--- src/rtl/seq_detect_moore_param_pkg.sv ---
`default_nettype none
//------------------------------------------------------------------------------
//  Package     : seq_det_pkg
//  Description : Shared types and helpers for the parametrised Moore serial
//                sequence detector (state encoding, pattern length limit,
//                fill-counter width calculation).
//  Revision    : 1.0 - initial release
//------------------------------------------------------------------------------
package seq_det_pkg;

   // Longest pattern the detector is qualified for.
   localparam int MAX_PAT_LEN = 16;

   // Width of the detector state register.
   localparam int STATE_W = 2;

   // FILL  : window not yet holding PAT_LEN valid bits.
   // ARMED : window full, the most recent window did not match.
   // HIT   : the most recent accepted bit completed a match (y = 1).
   typedef enum logic [STATE_W-1:0] {
      FILL  = 2'd0,
      ARMED = 2'd1,
      HIT   = 2'd2
   } state_t;

   // The fill counter must represent 0..pat_len inclusive.
   function automatic int fill_width(input int pat_len);
      return $clog2(pat_len + 1);
   endfunction

endpackage : seq_det_pkg
`default_nettype wire

--- src/rtl/seq_detect_moore_param_if.sv ---
`default_nettype none
//------------------------------------------------------------------------------
//  Interface   : seq_detect_moore_param_if
//  Description : Serial input, pattern load and match result signals of the
//                sequence detector. The master modport belongs to the
//                upstream bit-recovery / control side, the slave modport to
//                the detector itself.
//  Revision    : 1.0 - initial release
//------------------------------------------------------------------------------
interface seq_detect_moore_param_if #(
   parameter int PAT_LEN = 4,
   parameter int CNT_W   = 8
) ();

   logic               din_valid;
   logic               din;
   logic               pat_load;
   logic [PAT_LEN-1:0] pat_in;
   logic               y;
   logic [CNT_W-1:0]   match_count;

   modport master (
      output din_valid,
      output din,
      output pat_load,
      output pat_in,
      input  y,
      input  match_count
   );

   modport slave (
      input  din_valid,
      input  din,
      input  pat_load,
      input  pat_in,
      output y,
      output match_count
   );

endinterface : seq_detect_moore_param_if
`default_nettype wire

--- src/rtl/seq_detect_moore_param_window.sv ---
`default_nettype none
//------------------------------------------------------------------------------
//  Module      : seq_det_window
//  Description : Sliding bit window of the sequence detector. Holds the last
//                PAT_LEN accepted bits in a shift register and counts how many
//                of them are valid (saturating at PAT_LEN). Presents the
//                window as it will look after the current bit so the FSM can
//                decide on a match in the same cycle the bit is sampled.
//  Revision    : 1.0 - initial release
//------------------------------------------------------------------------------
module seq_det_window
   import seq_det_pkg::*;
#(
   parameter int PAT_LEN = 4
) (
   input  wire logic               clk,
   input  wire logic               reset,
   input  wire logic               i_shift_en,
   input  wire logic               i_clear,
   input  wire logic               i_din,
   output logic      [PAT_LEN-1:0] o_next_history,
   output logic                    o_next_full
);

   localparam int FILL_W = fill_width(PAT_LEN);
   localparam logic [FILL_W-1:0] FILL_MAX = FILL_W'(PAT_LEN);

   logic [PAT_LEN-1:0] r_history;
   logic [FILL_W-1:0]  r_fill;
   logic [FILL_W-1:0]  w_next_fill;

   // Newest bit enters at the LSB, so the oldest bit sits at the MSB and
   // lines up with PATTERN[PAT_LEN-1].
   assign o_next_history = {r_history[PAT_LEN-2:0], i_din};

   // Fill count saturates once the window is full.
   assign w_next_fill = (r_fill == FILL_MAX) ? r_fill : (r_fill + FILL_W'(1));

   assign o_next_full = (w_next_fill == FILL_MAX);

   // Window storage: clear wins over shift so a flush on match entry empties
   // the window even though a bit was accepted in that same cycle.
   always_ff @(posedge clk) begin
      if (reset || i_clear) begin
         r_history <= '0;
         r_fill    <= '0;
      end else if (i_shift_en) begin
         r_history <= o_next_history;
         r_fill    <= w_next_fill;
      end
   end

endmodule : seq_det_window
`default_nettype wire

--- src/rtl/seq_detect_moore_param.sv ---
`default_nettype none
//------------------------------------------------------------------------------
//  Module      : seq_detect_moore_param
//  Description : Parametrised Moore serial sequence detector. Compares the
//                last PAT_LEN accepted bits against a runtime-loadable
//                pattern and raises y for one cycle per match (repeating
//                while consecutive bits keep completing matches).
//                OVERLAP = 0 flushes the window on every match.
//  Options     : `define MATCH_CNT_EN to build the saturating match counter;
//                without it match_count is constant zero.
//  Revision    : 1.0 - initial release
//------------------------------------------------------------------------------
module seq_detect_moore_param
   import seq_det_pkg::*;
#(
   parameter int                 PAT_LEN = 4,
   parameter logic [PAT_LEN-1:0] PATTERN = 4'b1010,
   parameter int                 OVERLAP = 1,
   parameter int                 CNT_W   = 8
) (
   input  wire logic              clk,
   input  wire logic              reset,
   seq_detect_moore_param_if.slave bus
);

   // Reject pattern lengths the window and fill counter are not built for.
   if ((PAT_LEN < 2) || (PAT_LEN > MAX_PAT_LEN)) begin : g_bad_pat_len
      $error("seq_detect_moore_param: PAT_LEN %0d outside 2..%0d", PAT_LEN, MAX_PAT_LEN);
   end

   localparam logic FLUSH_ON_HIT = (OVERLAP == 0);

   logic [PAT_LEN-1:0] r_pattern;
   state_t             r_state;
   state_t             w_state_next;

   logic               w_accept;
   logic               w_match;
   logic               w_clear;
   logic [PAT_LEN-1:0] w_next_history;
   logic               w_next_full;

   // A pattern load takes priority over any bit offered in the same cycle.
   assign w_accept = bus.din_valid & ~bus.pat_load;

   // The window as it will be after this bit, full and equal to the pattern.
   assign w_match  = w_next_full & (w_next_history == r_pattern);

   // Window is emptied by a pattern load, and on match entry when overlap is
   // disabled so the next match needs PAT_LEN fresh bits.
   assign w_clear  = bus.pat_load | (FLUSH_ON_HIT & w_accept & w_match);

   seq_det_window #(
      .PAT_LEN        (PAT_LEN)
   ) u_window (
      .clk            (clk),
      .reset          (reset),
      .i_shift_en     (w_accept),
      .i_clear        (w_clear),
      .i_din          (bus.din),
      .o_next_history (w_next_history),
      .o_next_full    (w_next_full)
   );

   // Pattern register: default pattern on reset, replaced by pat_in on load.
   always_ff @(posedge clk) begin
      if (reset) begin
         r_pattern <= PATTERN;
      end else if (bus.pat_load) begin
         r_pattern <= bus.pat_in;
      end
   end

   // State register.
   always_ff @(posedge clk) begin
      if (reset) begin
         r_state <= FILL;
      end else begin
         r_state <= w_state_next;
      end
   end

   // Next-state decode: load forces FILL, accepted bits re-evaluate the
   // window, idle cycles only retire a HIT.
   always_comb begin
      w_state_next = r_state;
      if (bus.pat_load) begin
         w_state_next = FILL;
      end else if (w_accept) begin
         if (w_match) begin
            w_state_next = HIT;
         end else if (w_next_full) begin
            w_state_next = ARMED;
         end else begin
            w_state_next = FILL;
         end
      end else begin
         case (r_state)
            HIT:     w_state_next = FLUSH_ON_HIT ? FILL : ARMED;
            FILL:    w_state_next = FILL;
            ARMED:   w_state_next = ARMED;
            default: w_state_next = FILL;
         endcase
      end
   end

   // Moore output: decoded from the registered state only.
   assign bus.y = (r_state == HIT);

`ifdef MATCH_CNT_EN
   logic [CNT_W-1:0] r_match_count;

   // Saturating count of HIT entries; survives pattern loads.
   always_ff @(posedge clk) begin
      if (reset) begin
         r_match_count <= '0;
      end else if (w_accept && w_match && (r_match_count != {CNT_W{1'b1}})) begin
         r_match_count <= r_match_count + CNT_W'(1);
      end
   end

   assign bus.match_count = r_match_count;
`else
   assign bus.match_count = '0;
`endif

endmodule : seq_detect_moore_param
`default_nettype wire

--- src/flat_wrapper.sv ---
// flat-port wrapper written by rule: the top's interface ports become plain ports
module seq_detect_moore_param_flat import seq_det_pkg::*;
#(
   parameter int                 PAT_LEN = 4,
   parameter logic [PAT_LEN-1:0] PATTERN = 4'b1010,
   parameter int                 OVERLAP = 1,
   parameter int                 CNT_W   = 8
)
  (clk, reset, bus_din_valid, bus_din, bus_pat_load, bus_pat_in, bus_y, bus_match_count);
  seq_detect_moore_param_if #(.PAT_LEN(PAT_LEN), .CNT_W(CNT_W)) bus_i ();
  input  wire logic clk;
  input  wire logic reset;
  input wire logic [$bits(bus_i.din_valid)-1:0] bus_din_valid;
  input wire logic [$bits(bus_i.din)-1:0] bus_din;
  input wire logic [$bits(bus_i.pat_load)-1:0] bus_pat_load;
  input wire logic [$bits(bus_i.pat_in)-1:0] bus_pat_in;
  output wire logic [$bits(bus_i.y)-1:0] bus_y;
  output wire logic [$bits(bus_i.match_count)-1:0] bus_match_count;
  assign bus_i.din_valid = bus_din_valid;
  assign bus_i.din = bus_din;
  assign bus_i.pat_load = bus_pat_load;
  assign bus_i.pat_in = bus_pat_in;
  assign bus_y = bus_i.y;
  assign bus_match_count = bus_i.match_count;
  seq_detect_moore_param #(.PAT_LEN(PAT_LEN), .PATTERN(PATTERN), .OVERLAP(OVERLAP), .CNT_W(CNT_W)) u_core (.clk(clk), .reset(reset), .bus(bus_i));
endmodule
--- config.mk ---
export PLATFORM = sky130hd
export DESIGN_NAME = seq_detect_moore_param_flat
export DESIGN_NICKNAME = d
export VERILOG_FILES = /design/src/rtl/seq_detect_moore_param_pkg.sv /design/src/rtl/seq_detect_moore_param_if.sv /design/src/rtl/seq_detect_moore_param_window.sv /design/src/rtl/seq_detect_moore_param.sv /design/src/flat_wrapper.sv
export SDC_FILE = /design/constraint.sdc
export NUM_CORES = 1
export LEC_CHECK = 0
export CELL_PAD_IN_SITES_DETAIL_PLACEMENT = 1
export CELL_PAD_IN_SITES_GLOBAL_PLACEMENT = 1
export CORE_MARGIN = 10
export CORE_UTILIZATION = 38
export CTS_BUF_LIST = sky130_fd_sc_hd__clkbuf_8
export DETAILED_ROUTE_END_ITERATION = 12
export GPL_ROUTABILITY_DRIVEN = 0
export PLACE_DENSITY = 0.94
export SETUP_SLACK_MARGIN = 0.4
export SLEW_MARGIN = 5
export SYNTH_ARGS = -nofsm -noshare
export SYNTH_HDL_FRONTEND = slang
export SYNTH_SLANG_ARGS = --single-unit
--- constraint.sdc ---
create_clock -name clk -period 3.1 [get_ports clk]
set_clock_uncertainty 0.2 [all_clocks]
set_input_delay 0.465 -clock clk [delete_from_list [all_inputs] [get_ports clk]]
set_output_delay 0.465 -clock clk [all_outputs]
set_load 0.1 [all_outputs]
==> metrics.md <==
| Metric | Value |
|---|---|
| Run status | finished clean |
| Post-synthesis cell count | 68 |
| Avg Inst Size Synth | 9.402 sq um |
| Worst-skew pair later-pin latency | 0.24 ns |
| Reg2Reg Depth | 6 |
| Synthesis-stage register bit count | 12 |
| Worst path max stage delay | 0.39 ns |
| # H-tree levels | 1 |
| Initial core utilization | 0.4148 |
| RR Endpoint | u_core.r_state[0] |
| Fin nets | 90 |
| Initial antenna violation count | 0 |
| Residual DRC count | 0 |
| Die H | 61.02 microns |
| CP Launch Type | flop |
| Max-cap violations | 0 |
| Rows | 14 |
| Clock-pin slew on the worst setup and hold paths | 0.05 ns |
| Power per Cell Area | 544.0 nW/um^2 |
| Reg2reg start | u_core.u_window.r_fill[0] |
| Post-Layout Cell Count | 93 |
| Synth Flop Type | dfxtp_1 |
| Post-CTS setup buffer count | 0 |
| # hold bufs at CTS | 0 |
| Post-synth EDFFs | 0 |
| Critical path class | reg -> reg |
| Placed insts | 89 |
| Hold Vio Cnt, Final | 0 |
| Num CTS Buffers | 3 |
| Crit. End Element | flop |
| WHS | 0.3256 ns |
| Share of cells above drive strength 1 | 0.1039 |
| Data arrival time of the critical path | 2.12 ns |
| Setup ws final | 0.9065 ns |
| Leak | 0.3236 nW |
| Synth top area share | 0.3757 |
| Critical path origin | u_core.u_window.r_fill[0] |
| Dpl hpwl | 1128 microns |
| Synth-to-Final Area Change | 18.40% |
| Die footprint | 3723 sq um |
| Multi-input gate area | 342.8 sq um |
| RSZ-0062 raised after global routing | no |
| Register area | 240.2 sq um |
| Clock sinks | 12 |
| All-layer global routing usage | 0.08344 |
| Synth warnings | 0 |
| Main area contributors after synthesis | dfxtp_1 38%, mux2i_1 9.4%, buf_4 9.4% |
| WL/cell | 14.75 microns |
| Longest Clk Path Bufs | 2 |
| CTS resizes | 0 |
| Sequential fraction of the synthesis area | 0.3757 |
| First-pass GRT wire length | 2318 microns |
| I/O Buffers | 9 |
| Worst-path cell chain | inv_1 -> ha_1 -> or3b_1 -> a311oi_2 -> nand2b_1 -> a2111oi_2 |
| Post-synth top cells | 12 x dfxtp_1, 8 x buf_4, 8 x nor2_1 |
| Top-count cell post-synth | dfxtp_1 |
| CTS tree | done |
| Peak supply drop | 0.0002827 V |
| Avg Vias per Cell | 4.903 |
| CTS root buf | clkbuf_8 |
| Congestion Overflow GR | 0 |
| Worst slack, placed | 0.8952 ns |
| Total Wirelength | 1372 microns |
| Synth async-reset ratio | 0 |
| Starting DRT DRC Count | 1 |
| Count of cell types in the netlist | 23 |
| Antenna-violating nets left | 0 |
| ANT cells | 0 |
| Die Span X | 61.02 microns |
| Fmax | 0.4559 GHz |
| Dpl cell area | 701.9 sq um |
| Design area | 757.0 sq um |
| Critical path data required time | 3.03 ns |
| Worst-path maximum fanout | 4 |
| Setup Viol. Count Final | 0 |
| Fillers | 186 |
| R2r setup slk | 0.91 ns |
| Util after Layout | 0.4911 |
| Setup TNS | 0 ns |
| Routed vias | 456 |
| Area leader, netlist | dfxtp_1 |
| Mapped cell area | 639.4 sq um |
| CP endpoint | u_core.r_state[0] |
| Hold crit path type | reg -> reg |
| Final Cycle Share | 0.7076 |
| Number of global-route vias before repair | 503 |
| Max Slew Vio Count | 0 |
| 1st-pass router iterations | 3 |
| Power, Total | 0.4118 mW |
| Largest net degree at the start of global routing | 11 |
| Core Area | 1541 sq um |
| I/O pin total | 18 |
| Post-route minimum period | 2.193 ns |
| Crit-path slowest cell | dfxtp_1 |
## cells by family after synthesis
logic type               synth area share
XOR/XNOR                          0.06849
AND/OR/NAND/NOR                    0.1781
adder cells (fa/ha/maj)           0.05871
flip-flops                         0.3757
multiplexers                      0.09394
AO/OA/AOI/OAI                     0.09001
buffers and inverters              0.1292
other                            0.005865
## how the worst min path moves through the flow
stage	start	end	cells past startpoint
global placement	u_core.r_pattern[2]	u_core.r_pattern[2]	2
floorplan	u_core.r_pattern[0]	u_core.r_pattern[0]	2
detailed placement	u_core.r_pattern[2]	u_core.r_pattern[2]	2
global route	u_core.u_window.r_history[2]	u_core.u_window.r_history[2]	2
CTS	u_core.r_pattern[2]	u_core.r_pattern[2]	2
finish	u_core.r_pattern[2]	u_core.r_pattern[2]	2
## worst max-delay path, delay by kind of cell (launching register included)
kind	cells	cell delay (ns)
DFF	1	0.39
adders and majority gates	1	0.24
AOI/OAI and AO/OA	2	0.65
and+or+nand+nor	2	0.50
buffers and inverters	1	0.10
## cells in the final DEF (no fill, tap or decap), drive strengths merged
cell type,n
nor2,8
and4,1
nand2,2
clkdlybuf4s50,8
buf,1
a311oi,1
a21oi,2
conb,8
inv,3
clkbuf,4
xor2,4
dfxtp,12
nand2b,2
or2,1
nor4,1
mux2i,6
nor2b,3
a211o,2
or3b,1
nor3,1
ha,3
and4b,1
xnor2,1
a2111oi,1
## report_power, final
part / internal (mW) / switching, mW / leakage (nW) / total [mW]
registers: 0.160 / 0.00395 / 0.0980 / 0.164
clock network: 0.112 / 0.0550 / 0.0288 / 0.167
logic: 0.0211 / 0.0599 / 0.197 / 0.0810
total: 0.293 / 0.119 / 0.324 / 0.412
## sequential cells by signal (all words and copies together) (netlist names)
signal	flops
u_core.r_state	2
u_core.r_pattern	4
u_core.u_window.r_history	3
u_core.u_window.r_fill	3
## layer usage
| metal | vias to the layer above | global-route usage | share of wire | wire (microns) |
|---|---|---|---|---|
| li1 | 227 | - | - | - |
| met1 | 219 | 0.08333 | 0.41 | 565 |
| met2 | 10 | 0.1441 | 0.54 | 737 |
| met3 | 0 | 0.04527 | 0.051 | 70 |
| met4 | 0 | 0.02821 | 0 | 0 |
| met5 | - | 0 | 0 | 0 |
## cell type report
type / count / share of cell area
Clock buffer: 4 / 0.07273
Sequential cell: 12 / 0.3174
Tap cell: 16 / 0.02645
Inverter: 3 / 0.01488
Multi-Input combinational cell: 49 / 0.4529
Timing Repair Buffer: 9 / 0.1157
(Power assumes the default switching activity.)
